==> src/rtl/rr_arb_pkg.sv <==
// Shared types and helpers for the weighted round-robin arbiter.
package rr_arb_pkg;

  typedef enum logic {
    IDLE = 1'b0,
    BUSY = 1'b1
  } state_t;

  // Ceiling log2, minimum 1 so a 2-port arbiter still gets a 1-bit index.
  function automatic int unsigned clog2(input int unsigned n);
    int unsigned r;
    r = 1;
    for (int unsigned i = 1; i < 32; i++) begin
      if ((32'd1 << i) < n) r = i + 1;
    end
    return r;
  endfunction

endpackage

==> src/rtl/rr_arb_pick.sv <==
// Combinational round-robin pick: first set req bit at or above ptr, modulo N.
module rr_arb_pick
  import rr_arb_pkg::*;
#(
  parameter int N  = 4,
  parameter int IW = clog2(N)
) (
  input  logic [N-1:0]  req,
  input  logic [IW-1:0] ptr,
  output logic [N-1:0]  win,
  output logic [IW-1:0] idx,
  output logic          any
);

  logic [N-1:0]  rot;
  logic [IW-1:0] off;

  // Rotate req so that bit ptr lands at position 0.
  always_comb begin
    int unsigned j;
    rot = '0;
    for (int unsigned i = 0; i < N; i++) begin
      j = i + 32'(ptr);
      if (j >= N) j = j - N;
      rot[i] = req[j];
    end
  end

  // Fixed priority on the rotated vector, lowest bit wins.
  always_comb begin
    any = 1'b0;
    off = '0;
    for (int unsigned i = 0; i < N; i++) begin
      if (rot[i] && !any) begin
        any = 1'b1;
        off = IW'(i);
      end
    end
  end

  // Un-rotate the winning offset back to an absolute port number.
  always_comb begin
    int unsigned s;
    s = 32'(off) + 32'(ptr);
    if (s >= N) s = s - N;
    win = '0;
    idx = '0;
    if (any) begin
      win = N'(1) << s;
      idx = IW'(s);
    end
  end

endmodule

==> src/rtl/rr_arb_weighted.sv <==
// Weighted round-robin arbiter: an owner keeps the grant for up to weight
// consecutive transactions while it keeps requesting, then priority rotates.
module rr_arb_weighted
  import rr_arb_pkg::*;
#(
  parameter  int N  = 4,
  parameter  int WW = 4,
  localparam int IW = clog2(N)
) (
  input  logic            clk,
  input  logic            rst,
  input  logic [N-1:0]    req,
  input  logic [N*WW-1:0] weight,
  input  logic            done,
  output logic [N-1:0]    gnt,
  output logic            gnt_valid,
  output logic [IW-1:0]   gnt_idx
);

  state_t        state_q, state_d;
  logic [N-1:0]  gnt_d;
  logic [IW-1:0] idx_d;
  logic [IW-1:0] ptr_q, ptr_d;
  logic [WW-1:0] credit_q, credit_d;

  logic [IW-1:0] ptr_after_owner;
  logic [IW-1:0] pick_ptr;
  logic [N-1:0]  win;
  logic [IW-1:0] win_idx;
  logic          win_any;
  logic [WW-1:0] win_weight;
  logic [WW-1:0] load_credit;
  logic          keep_owner;

  assign gnt_valid = |gnt;

  // On a BUSY handover the search must already start past the current owner,
  // so the picker is fed the advanced pointer in that state.
  always_comb begin
    ptr_after_owner = (gnt_idx == IW'(N - 1)) ? '0 : gnt_idx + IW'(1);
    pick_ptr        = (state_q == BUSY) ? ptr_after_owner : ptr_q;
    keep_owner      = done && req[gnt_idx] && (credit_q != '0);
    win_weight      = weight[32'(win_idx) * WW +: WW];
    load_credit     = (win_weight == '0) ? '0 : win_weight - WW'(1);
  end

  rr_arb_pick #(
    .N  (N),
    .IW (IW)
  ) u_pick (
    .req (req),
    .ptr (pick_ptr),
    .win (win),
    .idx (win_idx),
    .any (win_any)
  );

  // Next-state, grant and credit decisions.
  always_comb begin
    state_d  = state_q;
    gnt_d    = gnt;
    idx_d    = gnt_idx;
    ptr_d    = ptr_q;
    credit_d = credit_q;
    case (state_q)
      IDLE: begin
        if (win_any) begin
          state_d  = BUSY;
          gnt_d    = win;
          idx_d    = win_idx;
          credit_d = load_credit;
        end
      end
      BUSY: begin
        if (done) begin
          if (keep_owner) begin
            credit_d = credit_q - WW'(1);
          end else begin
            ptr_d = ptr_after_owner;
            if (win_any) begin
              gnt_d    = win;
              idx_d    = win_idx;
              credit_d = load_credit;
            end else begin
              state_d  = IDLE;
              gnt_d    = '0;
              idx_d    = '0;
              credit_d = '0;
            end
          end
        end
      end
      default: begin
        state_d  = IDLE;
        gnt_d    = '0;
        idx_d    = '0;
        credit_d = '0;
      end
    endcase
  end

  // State, grant, pointer and credit registers.
  always_ff @(posedge clk) begin
    if (rst) begin
      state_q  <= IDLE;
      gnt      <= '0;
      gnt_idx  <= '0;
      ptr_q    <= '0;
      credit_q <= '0;
    end else begin
      state_q  <= state_d;
      gnt      <= gnt_d;
      gnt_idx  <= idx_d;
      ptr_q    <= ptr_d;
      credit_q <= credit_d;
    end
  end

endmodule
==> config.mk <==
export PLATFORM = sky130hd
export DESIGN_NAME = rr_arb_weighted
export DESIGN_NICKNAME = d
export VERILOG_FILES = /design/src/rtl/rr_arb_pkg.sv /design/src/rtl/rr_arb_pick.sv /design/src/rtl/rr_arb_weighted.sv
export SDC_FILE = /design/constraint.sdc
export NUM_CORES = 1
export LEC_CHECK = 0
export BUFFER_PORTS_ARGS = -buffer_cell sky130_fd_sc_hd__buf_4
export CAP_MARGIN = 30
export CELL_PAD_IN_SITES_DETAIL_PLACEMENT = 1
export CELL_PAD_IN_SITES_GLOBAL_PLACEMENT = 1
export CORE_MARGIN = 2
export CORE_UTILIZATION = 39
export DETAILED_ROUTE_END_ITERATION = 6
export PLACE_DENSITY = 0.89
export RECOVER_POWER = 50
export SYNTH_ARGS = -nofsm -noshare
export SYNTH_HDL_FRONTEND = slang
export SYNTH_HIERARCHICAL = 1
export SYNTH_SLANG_ARGS = --single-unit
==> constraint.sdc <==
create_clock -name clk -period 3.9 [get_ports clk]
set_input_delay 0.39 -clock clk [delete_from_list [all_inputs] [get_ports clk]]
set_output_delay 0.39 -clock clk [all_outputs]
set_load 0.01 [all_outputs]
* Word level (Yosys, flattened, before mapping)
Index checks and enable logic that the tools add are counted.
** Word-level totals
- Input bits :: 23
- Register bits after elaboration :: 13
- Output and inout bits :: 7
- Word-level logic and storage cells :: 94
** Cells by class
- $lt $le $gt $ge :: 10
- Shifts and indexed selects :: 2
- Bitwise gates (word level) :: 2
- Equal/unequal tests :: 4
- Reduce and logical (&&, ||, !) cells :: 14
- Mux-type cells :: 45
- Add/subtract/negate cells :: 12
** Operators with widths (count)
- two-way mux 32 bit :: 5
- >= comparator 32 x 3 -> 1 bit, second input constant :: 4
- less-than comparator 32 x 3 -> 1 bit, second input constant :: 4
- subtractor 32 x 3 -> 32 bit, second input constant :: 4
- two-way mux 4 bit :: 9
- left shift 1 x 32 -> 4 bit, first input constant :: 1
- two-way mux 2 bit :: 9
- one-hot mux 4 bit (2 select lines) :: 2
- variable part select 16 x 5 -> 4 bit :: 1
- two-way mux 1 bit :: 13
- binary-select mux 1 bit (select 2 bit) :: 5
- subtractor 4 x 1 -> 4 bit, second input constant :: 2
- adder 2 x 2 -> 3 bit, first input constant :: 2
- AND reduction 3 bit :: 2
- logical AND 1 bit :: 5
- logical NOT 4 bit :: 1
- != test 2 bit, second input constant :: 2
- one-hot mux 2 bit (2 select lines) :: 1
- nonzero test 4 bit :: 1
- OR reduction 4 bit :: 1
- subtractor 2 x 3 -> 4 bit, second input constant :: 1
- adder 1 x 2 -> 3 bit, first input constant :: 1
- adder 2 x 2 -> 3 bit :: 1
- >= comparator 2 x 3 -> 1 bit, second input constant :: 1
- other kinds (8) :: 11

* Logic depth before layout (Yosys ltp)
Gate-level depths: netlist (run 1).
- Depth in word-level cells :: 28
- Gate-level depth with buffers :: 16
- Depth with buffers taken out :: 15

* Cells and area by module
The synthesis (run 1) kept the hierarchy.
** Modules (own cells, without submodules)
- rr_arb_weighted :: times used 1, area an instance 873.3 um^2, cells each 79
- rr_arb_pick :: times used 1, area an instance 284.0 um^2, cells each 41

* Worst setup path after synthesis (run 1)
No wires, ideal clock.
- Path kind :: reg2reg
- From :: register gnt_idx[0]
- To :: register credit_q[1]
- Library setup time :: 148 ps
- Data required time :: 3752 ps
- Stages on the path, launching flop included :: 16
- Slack :: 563 ps
- Data arrival time :: 3188 ps
- Buffers on the path :: 1
- Path through :: dfxtp_1 ha_1 nor2_1 mux2_2 buf_2 nor4_1 a21oi_1 o211ai_1 ha_1 xnor2_1 nor2_1 mux2_1 mux4_2 or2_2 a211oi_2 a2111oi_2
** Between the ends
- Word-level cells in the longest chain between the ends :: 28
- Elaborated cells between the ends (all ways) :: 60
** Ends and longest elaborated chain
- start, declared :: RTL line rr_arb_weighted.sv:17 : output logic [IW-1:0] gnt_idx
- start signal, assigned :: RTL line rr_arb_weighted.sv:113 : gnt_idx <= idx_d;
- adder 2 x 1 -> 2 bit or equality test 2 bit (tied branches) :: RTL line rr_arb_weighted.sv:40 : ptr_after_owner = (gnt_idx == IW'(N - 1)) ? '0 : gnt_idx + IW'(1);
- two-way mux 2 bit (*) :: RTL line rr_arb_weighted.sv:40
- two-way mux 2 bit (*) :: RTL line rr_arb_weighted.sv:41 : pick_ptr = (state_q == BUSY) ? ptr_after_owner : ptr_q;
- named net pick_ptr[0] :: RTL line rr_arb_weighted.sv:27 : logic [IW-1:0] pick_ptr;
- parallel branches: the longest is 17 deep, another holds subtractor 32 x 3 -> 32 bit
- two-way mux 2 bit (*) :: RTL line rr_arb_pick.sv:48 : if (any) begin
- named net win_idx[1] :: RTL line rr_arb_weighted.sv:29 : logic [IW-1:0] win_idx;
- variable part select 16 x 5 -> 4 bit (*) :: RTL line rr_arb_weighted.sv:43 : win_weight = weight[32'(win_idx) * WW +: WW];
- subtractor 4 x 1 -> 4 bit or logical NOT 4 bit (tied branches) :: RTL line rr_arb_weighted.sv:44 : load_credit = (win_weight == '0) ? '0 : win_weight - WW'(1);
- two-way mux 4 bit (*) :: RTL line rr_arb_weighted.sv:44
- two-way mux 4 bit :: RTL line rr_arb_weighted.sv:80 : if (win_any) begin
- two-way mux 4 bit :: RTL line rr_arb_weighted.sv:76 : if (keep_owner) begin
- two-way mux 4 bit :: RTL line rr_arb_weighted.sv:75 : if (done) begin
- one-hot mux 4 bit (2 select lines) (*) :: RTL line rr_arb_weighted.sv:65 : case (state_q)
- end signal, assigned :: RTL line rr_arb_weighted.sv:115 : credit_q <= credit_d;
- end, declared :: RTL line rr_arb_weighted.sv:24 : logic [WW-1:0] credit_q, credit_d;
Mark *: on every way through the listed nets, which the timed path passes. The select of a mux whose other input is x is not followed.
A chain may end at the register's enable or synchronous reset.

* Worst setup path in the final report (run 1)
- From :: register state_q
- To :: register credit_q[1]
** Between the ends
- Word-level cells in the longest chain between the ends :: 26
- Elaborated cells between the ends (all ways) :: 55
** Ends and longest elaborated chain
- start, declared :: RTL line rr_arb_weighted.sv:20 : state_t state_q, state_d;
- start signal, assigned :: RTL line rr_arb_weighted.sv:111 : state_q <= state_d;
- two-way mux 2 bit (*) :: RTL line rr_arb_weighted.sv:41
- named net pick_ptr[0] :: RTL line rr_arb_weighted.sv:27
- parallel branches: the longest is 17 deep, another holds subtractor 32 x 3 -> 32 bit
- two-way mux 2 bit (*) :: RTL line rr_arb_pick.sv:48
- named net win_idx[1] :: RTL line rr_arb_weighted.sv:29
- variable part select 16 x 5 -> 4 bit (*) :: RTL line rr_arb_weighted.sv:43
- subtractor 4 x 1 -> 4 bit or logical NOT 4 bit (tied branches) :: RTL line rr_arb_weighted.sv:44
- two-way mux 4 bit (*) :: RTL line rr_arb_weighted.sv:44
- two-way mux 4 bit :: RTL line rr_arb_weighted.sv:80
- two-way mux 4 bit :: RTL line rr_arb_weighted.sv:76
- two-way mux 4 bit :: RTL line rr_arb_weighted.sv:75
- one-hot mux 4 bit (2 select lines) (*) :: RTL line rr_arb_weighted.sv:65
Marked as above.

==> results of run 1 <==
[state kept, by name, summed over array words and instances, names as in the netlist]
| signal | cells |
|---|---|
| credit_q | 4 |
| gnt_idx | 2 |
| gnt | 4 |
| ptr_q | 2 |
| state_q | 1 |
[layer usage]
metal / wire length, µm / part of all wire / vias up
li1: - / - / 514
met1: 1190 / 0.38 / 530
met2: 1720 / 0.55 / 26
met3: 159 / 0.051 / 8
met4: 57 / 0.018 / 0
met5: 0 / 0 / -
[report_power, final]
group	internal, µW	total (µW)	switching [µW]	leakage [µW]
Sequential	182	226	43.7	0.000107
Clock	39.6	84.1	44.5	0.0000150
Combinational	341	732	391	0.000416
Total	563	1040	479	0.000538
[final timing paths]
| kind | cells after the start | from | to | slack, ns |
|---|---|---|---|---|
| max reg2reg | 13 | state_q | credit_q[1] | 0.30 |
| max | 13 | state_q | credit_q[1] | 0.30 |
| min | 2 | rst | credit_q[2] | 0.36 |
| min reg2reg | 2 | credit_q[1] | credit_q[1] | 0.52 |
[synth_stat cells (2+ instances only)]
cell type  count  area [µm²]
a21oi_1        4        20.0
a22o_1         5        43.8
a31oi_1        2        12.5
buf_2          2        10.0
buf_6          2        22.5
dfxtp_1       13         260
ha_1           3        37.5
inv_1          5        18.8
mux2_2         2        22.5
mux2i_1        7        70.1
mux4_2         4        90.1
nand2_1        8        30.0
nand2b_1       4        25.0
nor2_1        10        37.5
nor2b_1        4        25.0
nor3_1         3        15.0
nor3b_1        2        15.0
o211ai_1       3        22.5
o21a_1         3        22.5
o21ai_1        2        10.0
xnor2_1        2        17.5
[cells in the final DEF, fill, tap and decap left out, types with 2 or more instances in the layout]
| cell | n |
|---|---|
| a21oi_1 | 4 |
| a22o_1 | 5 |
| a31oi_1 | 3 |
| buf_4 | 23 |
| clkbuf_1 | 8 |
| clkbuf_4 | 3 |
| dfxtp_1 | 13 |
| ha_1 | 3 |
| inv_1 | 5 |
| mux2_2 | 2 |
| mux2i_1 | 7 |
| mux4_2 | 4 |
| nand2_1 | 8 |
| nand2b_1 | 4 |
| nor2_1 | 10 |
| nor2b_1 | 4 |
| nor3_1 | 3 |
| nor3b_1 | 2 |
| o211ai_1 | 3 |
| o21a_1 | 3 |
| o21ai_1 | 2 |
| xnor2_1 | 2 |
[worst register-to-register path, stage by stage, from the launching register on]
cell and delay [ns]:
dfxtp_1 0.56, mux2_2 0.47, nand2_1 0.10, o22ai_1 0.08, nand2_1 0.07, o211ai_1 0.09, ha_1 0.20, xnor2_1 0.37
nor2_1 0.07, mux2_1 0.40, mux4_2 0.37, or2_2 0.34, a211oi_2 0.25, a2111oi_2 0.07
[through the flow]
stage	cells	setup WS (ns)	hold slack (ns)
global placement	175	0.520	0.482
global route	179	0.00109	0.358
floorplan	120	0.563	0.456
CTS	179	0.299	0.353
detailed placement	175	0.331	0.500
finish	179	0.300	0.359
[area by class of cell]
class	count	area, µm²	share of cell area
flip-flops and latches	13	260	0.191
inverters	6	22.5	0.0165
multi-input cells	95	816	0.599
repair buffers	30	199	0.146
clock buffers	4	26.3	0.0193
well taps	31	38.8	0.0285
[cell families after synthesis]
group                      count (synthesis)  synth area share
and+or+nand+nor                           42             0.213
xor gates and xnor gates                   3            0.0227
adders and majority gates                  3            0.0324
buffers and inverters                     12            0.0573
muxes                                     15             0.190
DFF                                       13             0.225
AOI/OAI and AO/OA                         32             0.259
==> impl_metrics.yaml, run 1 <==
drt:
  drt-vias-per-instance: 6.02
  vias: 1078
  drt_first_pass_iters: 4
  postRouteAntennaNets: 0
  drt_iter0_drc: 10
  routedWlPerCell_um: 17.4
  wl_um: 3120
  drt_drc_violations_left: 0
yosys:
  synthesis.nets: 146
  synthCells: 120
  async_flop_share: 0
  synth.avg_cell_area_um2: 9.64
  yosysWarnings: 6
  yosysSeqAreaShare: 0.225
  synth.distinct_cells: 51
  synthFlopType: "dfxtp_1"
  ys_seq_elements: 13
  syn-cell-area_mm2: 0.00116
  synth_edf_count: 0
place:
  placed_area_mm2: 0.00138
  io_buffer_count: 29
  post-dp-hpwl_um: 2560
  place_congestion: 0.763
clock_network:
  clk_path_buf_depth: 2
  clock_sinks: 13
  cts_tree: "built"
  htreeDepth: 1
  cts_hold_buf: 0
  cts_made_buffers: 3
  insertion_delay_ns: 0.27
  cts_root_buffer: "clkbuf_4"
  cts_resized: 0
  path_clk_slew_ns: 0.08
  cts_setup_buffers: 0
sta:
  slew_violations: 0
  hold_viol: 0
  finalSetupViolCount: 0
  post-route-min-period_ns: 3.60
  rsz0062_at_grt: "false"
  worst_pin_slew_ns: 0.710
  slew_headroom: 0.513
  skew_ns: 0.00568
  fmax_ghz: 0.278
  final.setup.tns_ns: 0
  fin_crit_sh: 0.923
global_routing:
  grt_util_met1: 0.211
  grtUsageTotal: 0.196
  grt-busiest-layer: "met2"
  grt_util_met3: 0.0725
  use_met2: 0.360
  antenna_found_initial: 0
  overflow: 0
  grt_pass1_wl_um: 5130
  grt_max_degree: 12
  grt_pass1_vias: 1114
worst_setup_path:
  path_class: "flip-flop to flip-flop"
  worstPathRequired_ns: 4.04
  critPathBufInv: 0
  worst_setup_path_end_kind: "flip-flop"
  critical-path-max-stage-delay_ns: 0.56
  critPathArrivalTime_ns: 3.74
  cp_top_family: "multiplexers"
  crit_chain: "mux2_2 > nand2_1 > o22ai_1 > nand2_1 > o211ai_1 > ha_1 > xnor2_1 > nor2_1 > mux2_1 > mux4_2 > or2_2 > a211oi_2 > a2111oi_2"
  cp_slowest_cell: "dfxtp_1"
  crit_fanout: 11
  start_kind: "flip-flop"
  crit_path_frequent_cell: "nand2_1"
floorplan:
  chipWidth_um: 58.5
  die_y_um: 58.5
  coreArea_mm2: 0.00278
  num_rows: 19
  dieArea_mm2: 0.00342
  start_util: 0.416
  design.portCount: 30
run_status:
  outcome: "completed"
power_and_ir_drop:
  leakagePower_uw: 0.000538
  vdd_drop_max_mv: 0.513
  power_density_mw_per_mm2: 765
  totalPowerFinal_uw: 1040
run:
  max_cap_violations: 0
cells_and_area:
  synthToLayoutAreaGrowth_pct: 17.7
  final_area_mm2: 0.00136
  drive_above_1_share: 0.331
  fillers: 333
  antenna_cells: 0
  final_util: 0.490
  fin_nets: 175
hold_path:
  hp-class: "input port to flip-flop"
No activity file was read; power rests on OpenSTA's default activity.
==> inputs of run 2 (changes only) <==
PLACE_DENSITY = 0.75   (was 0.89)
==> run 2 against run 1 <==
Effect of this change: sequential share of layout area shrank 0.10 points; clock-buffer cell count is the same; die area is the same; clock skew shrank 0.0033 ns; maximum frequency grew 2.0%; sequential cell count is the same; worst setup slack gained 0.070 ns; cell count grew 0.56%; critical path type unchanged; highest routed layer unchanged.
==> impl_metrics.yaml, run 2 (same netlist as run 1, synthesis figures left out) <==
run_status:
  outcome: "completed"
cells_and_area:
  fin_nets: 176
  final_common_cell: "buf_4"
  final_cell_mix: "buf_4, dfxtp_1, nor2_1, nand2_1, clkbuf_1"
  seqCellArea_um2: 260
  final_area_mm2: 0.00137
  drive_above_1_share: 0.336
  top_regs: "credit_q x4, gnt x4"
  fillers: 358
  synthToLayoutAreaGrowth_pct: 18.4
  multi_input_area_um2: 816
  antenna_cells: 0
  fin_cells: 180
clock_network:
  insertion_delay_ns: 0.28
  cts_made_buffers: 3
  cts_setup_buffers: 0
  cts_tree: "built"
  path_clk_slew_ns: 0.09
  clk_path_buf_depth: 2
  clock_sinks: 13
  htreeDepth: 1
  cts_root_buffer: "clkbuf_4"
  cts_resized: 0
  cts_hold_buf: 0
drt:
  drt_iter0_drc: 40
  drt-vias-per-instance: 5.76
  routedWlPerCell_um: 15.0
  drt_first_pass_iters: 4
  postRouteAntennaNets: 0
  drt_drc_violations_left: 0
  vias: 1036
  wl_um: 2700
power_and_ir_drop:
  leakagePower_uw: 0.000543
  vdd_drop_max_mv: 0.524
  totalPowerFinal_uw: 1020
  power_density_mw_per_mm2: 742
global_routing:
  grt_pass1_vias: 1047
  grt_util_met1: 0.232
  grt_pass1_wl_um: 4760
  antenna_found_initial: 0
  overflow: 0
  grt_max_degree: 11
  grt_util_met3: 0.0418
  grtUsageTotal: 0.180
  use_met2: 0.305
  grt-busiest-layer: "met2"
sta:
  slew_violations: 0
  skew_ns: 0.00236
  final.setup.tns_ns: 0
  post-route-min-period_ns: 3.53
  holdWs_ns: 0.357
  slew_headroom: 0.527
  worst_pin_slew_ns: 0.689
  fin_crit_sh: 0.905
  hold_viol: 0
  fmax_ghz: 0.283
  finalSetupViolCount: 0
  rsz0062_at_grt: "false"
worst_setup_path:
  start_kind: "flip-flop"
  worstPathRequired_ns: 4.04
  critical-path-max-stage-delay_ns: 0.43
  worst_setup_path_end_kind: "flip-flop"
  crit_fanout: 10
  cp_slowest_cell: "dfxtp_1"
  critPathArrivalTime_ns: 3.67
  r2r_cells: 15
  crit_chain: "ha_1 > nor2_1 > mux2_2 > nand2_1 > o22ai_1 > nand2_1 > o211ai_1 > ha_1 > xnor2_1 > nor2_1 > mux2_1 > mux4_2 > or2_2 > a211oi_2 > a2111oi_2"
  path_class: "flip-flop to flip-flop"
hold_path:
  hp-class: "input port to flip-flop"
  holdPathStages: 2
floorplan:
  chipWidth_um: 58.5
  dieArea_mm2: 0.00342
  die_y_um: 58.5
  start_util: 0.416
  num_rows: 19
  design.portCount: 30
  coreArea_mm2: 0.00278
place:
  place_congestion: 0.791
  io_buffer_count: 29
  post-dp-hpwl_um: 2210
  placed_area_mm2: 0.00139
  dp.cells: 176
run:
  max_cap_violations: 0
==> run 2: metal layers <==
metal	vias up	wire length [µm]
met5	-	0
met4	0	34
met3	4	81
met2	16	1330
met1	499	1250
li1	517	-
==> run 2: layout make-up <==
class	count	area share
well taps	31	0.0283
multi-input cells	95	0.595
repair buffers	31	0.151
clock buffers	4	0.0192
inverters	6	0.0164
flip-flops and latches	13	0.190
==> run 2: report_power, final <==
part           switching [µW]  leakage, µW  internal (µW)
clock                    46.6    0.0000150           39.6
combinational             368     0.000421            340
sequential               39.8     0.000107            182
total                     454     0.000543            562
==> run 2: per-stage QoR <==
stage / setup slack, ns / utilization
2_1_floorplan: 0.563 / -
3_3_place_gp: 0.541 / 0.498
3_5_place_dp: 0.379 / 0.498
4_1_cts: 0.345 / 0.507
5_1_grt: 0.0233 / 0.493
6_report: 0.370 / 0.493
==> run 2: worst paths after layout <==
check | startpoint | end | slack [ns]
worst min-delay path | rst | credit_q[2] | 0.36
worst max register to register | gnt_idx[0] | credit_q[1] | 0.37
worst max-delay path | gnt_idx[0] | credit_q[1] | 0.37
worst min register to register | credit_q[0] | credit_q[0] | 0.50
==> run 2: worst max-delay path, delay by kind of cell, from the launching register on <==
kind / cells / cell delay (ns)
mux: 3 / 1.09
xor+xnor: 1 / 0.38
compound gates: 4 / 0.48
simple gates: 5 / 0.63
fa+ha+maj: 2 / 0.38
flops: 1 / 0.43
==> inputs of run 3 (changes only) <==
ABC_AREA = 1   (was not set)
CORE_ASPECT_RATIO = 1.2   (was not set)
CORE_UTILIZATION = 36   (was 39)
PLACE_DENSITY = 0.76   (was 0.75)
==> run 3 against run 2 <==
Effect of this change: sequential share of layout area fell by 1.6 points; core utilization down 4.5 points; worst hold slack improved by 0.023 ns; via count up 33%; register-to-register slack better by 0.16 ns; clock-buffer cell count unchanged; design area is 9.0% higher; first-iteration DRC count grew 18%; worst setup slack gained 0.16 ns.
==> impl_metrics.yaml, run 3 <==
cells_and_area:
  top_regs: "credit_q x4, gnt x4"
  fin_nets: 265
  final_cell_mix: "nand2_1, nand3_1, buf_4, nor2_1, inv_1"
  drive_above_1_share: 0.235
  synthToLayoutAreaGrowth_pct: 18.7
  antenna_cells: 0
  fin_cells: 275
  final_common_cell: "nand2_1"
sta:
  worst_slack_ns: 0.533
  rsz0062_at_grt: "false"
  holdWs_ns: 0.380
  final.setup.tns_ns: 0
  skew_ns: 0.000723
  post-route-min-period_ns: 3.37
  finalSetupViolCount: 0
  hold_viol: 0
  fin_crit_sh: 0.863
  slew_violations: 0
  slew_headroom: 0.524
  worst_pin_slew_ns: 0.707
  fmax_ghz: 0.297
clock_network:
  insertion_delay_ns: 0.25
  cts_root_buffer: "clkbuf_8"
  htreeDepth: 1
  path_clk_slew_ns: 0.06
  cts_resized: 0
  cts_setup_buffers: 0
  clk_path_buf_depth: 2
  cts_made_buffers: 3
  cts_hold_buf: 0
  cts_tree: "built"
  clock_sinks: 13
yosys:
  synth_top_area_cell: "nand2_1"
  ys_seq_elements: 13
  yosysMostFrequentCell: "nand2_1"
  yosysTopAreaCellShare: 0.209
  yosysWarnings: 6
  synthesis.nets: 234
  yosysSeqAreaShare: 0.207
  synthCells: 208
  synth_edf_count: 0
  synth.distinct_cells: 28
  synth.avg_cell_area_um2: 6.05
  syn-cell-area_mm2: 0.00126
  ys_top_cells_by_area: "nand2_1, dfxtp_1, nand3_1"
  synthFlopType: "dfxtp_1"
  netlist_top_cells_count: "nand2_1, nand3_1, nor2_1, inv_1, dfxtp_1"
  async_flop_share: 0
global_routing:
  overflow: 0
  grtUsageTotal: 0.186
  grt_max_degree: 11
  antenna_found_initial: 0
  grt_pass1_vias: 1347
  grt_pass1_wl_um: 5800
drt:
  routedWlPerCell_um: 12.3
  drt_first_pass_iters: 4
  postRouteAntennaNets: 0
  vias: 1380
  drt_drc_violations_left: 0
  drt_iter0_drc: 47
  wl_um: 3390
  drt-vias-per-instance: 5.02
power_and_ir_drop:
  leakagePower_uw: 0.000776
  p_sw_uw: 793
  intPower_uw: 621
  totalPowerFinal_uw: 1410
  clkPwrFrac: 0.088
  power_density_mw_per_mm2: 947
  vdd_drop_max_mv: 0.410
  pwr-share-seq: 0.154
  switching_share: 0.561
  pwr-share-comb: 0.758
place:
  post-dp-hpwl_um: 2810
  place_congestion: 0.792
  dp_worst_setup_slack_ns: 0.579
  dp.cells: 271
  io_buffer_count: 29
worst_setup_path:
  critical-path-max-stage-delay_ns: 0.37
  worst_setup_path_end_kind: "flip-flop"
  cp_num_cells: 27
  worstPathRequired_ns: 4.08
  start_kind: "flip-flop"
  startpoint: "gnt_idx[0]"
  path_class: "flip-flop to flip-flop"
  critPathBufInv: 5
  r2r_cells: 27
  endpoint: "credit_q[1]"
  r2r_setup_slack_ns: 0.53
  timing.rr.start: "gnt_idx[0]"
  crit_path_frequent_cell: "nand2_1"
  critPathArrivalTime_ns: 3.55
  regToRegEndpoint: "credit_q[1]"
  cp_slowest_cell: "dfxtp_1"
  crit_fanout: 10
  cp_top_family: "simple AND/OR/NAND/NOR gates"
floorplan:
  design.portCount: 30
  coreArea_mm2: 0.00334
  chipWidth_um: 58.0
  die_y_um: 68.8
  dieArea_mm2: 0.00399
  start_util: 0.377
  num_rows: 23
run:
  max_cap_violations: 0
run_status:
  outcome: "completed"
hold_path:
  hp-class: "input port to flip-flop"
run 3: changes by cell type after synthesis, moves of 5 or more:
cell	previous run	this run
o21ai_0	0	8
nand3_2	0	8
nor2_1	10	19
a21oi_1	4	11
nand2_1	8	70
mux2i_1	7	0
nand2_2	0	9
nand3_1	0	22
a22o_1	5	0
inv_1	5	18
run 3: how the worst min path moves through the flow:
stage          slack (ns)  cells past startpoint  startpoint    endpoint
6_report             0.38                      2         rst     state_q
3_5_place_dp         0.45                      2    ptr_q[1]    ptr_q[1]
2_1_floorplan        0.42                      2    ptr_q[1]    ptr_q[1]
3_3_place_gp         0.44                      2    ptr_q[1]    ptr_q[1]
5_1_grt              0.38                      2         rst     state_q
4_1_cts              0.38                      2         rst  gnt_idx[0]
run 3: power by group through the flow:
stage,combinational (µW),sequential [µW],clock (µW)
floorplan,891,217,0
global placement,1070,219,0
detailed placement,1110,222,0
CTS,1120,219,128
global route,1230,225,138
finish,1070,219,124
run 3: cells by family after synthesis:
family,count (synthesis),synth area share
xor gates and xnor gates,3,0.0209
and+or+nand+nor,137,0.523
adders and majority gates,3,0.0298
AOI/OAI and AO/OA,23,0.112
buffers and inverters,29,0.107
DFF,13,0.207
run 3: layer usage:
metal / wire length [µm] / vias up / track usage
met5: 0 / - / 0
met4: 42 / 0 / 0.0698
met3: 140 / 4 / 0.0243
met2: 1700 / 32 / 0.345
met1: 1510 / 619 / 0.217
li1: - / 725 / -
run 3: final cells by class:
| cell class | count | area [µm²] |
|---|---|---|
| well taps | 37 | 46.3 |
| repair buffers | 30 | 199 |
| fillers | 485 | 1840 |
| multi-input cells | 166 | 840 |
| clock buffers | 4 | 45.0 |
| inverters | 25 | 104 |
| flip-flops and latches | 13 | 260 |
run 3: per-stage QoR:
| stage | utilization | area, µm² |
|---|---|---|
| after floorplan | - | 1260 |
| after global placement | 0.449 | 1500 |
| after detailed placement | 0.449 | 1500 |
| after CTS | 0.463 | 1540 |
| after global routing | 0.448 | 1490 |
| final | 0.448 | 1490 |
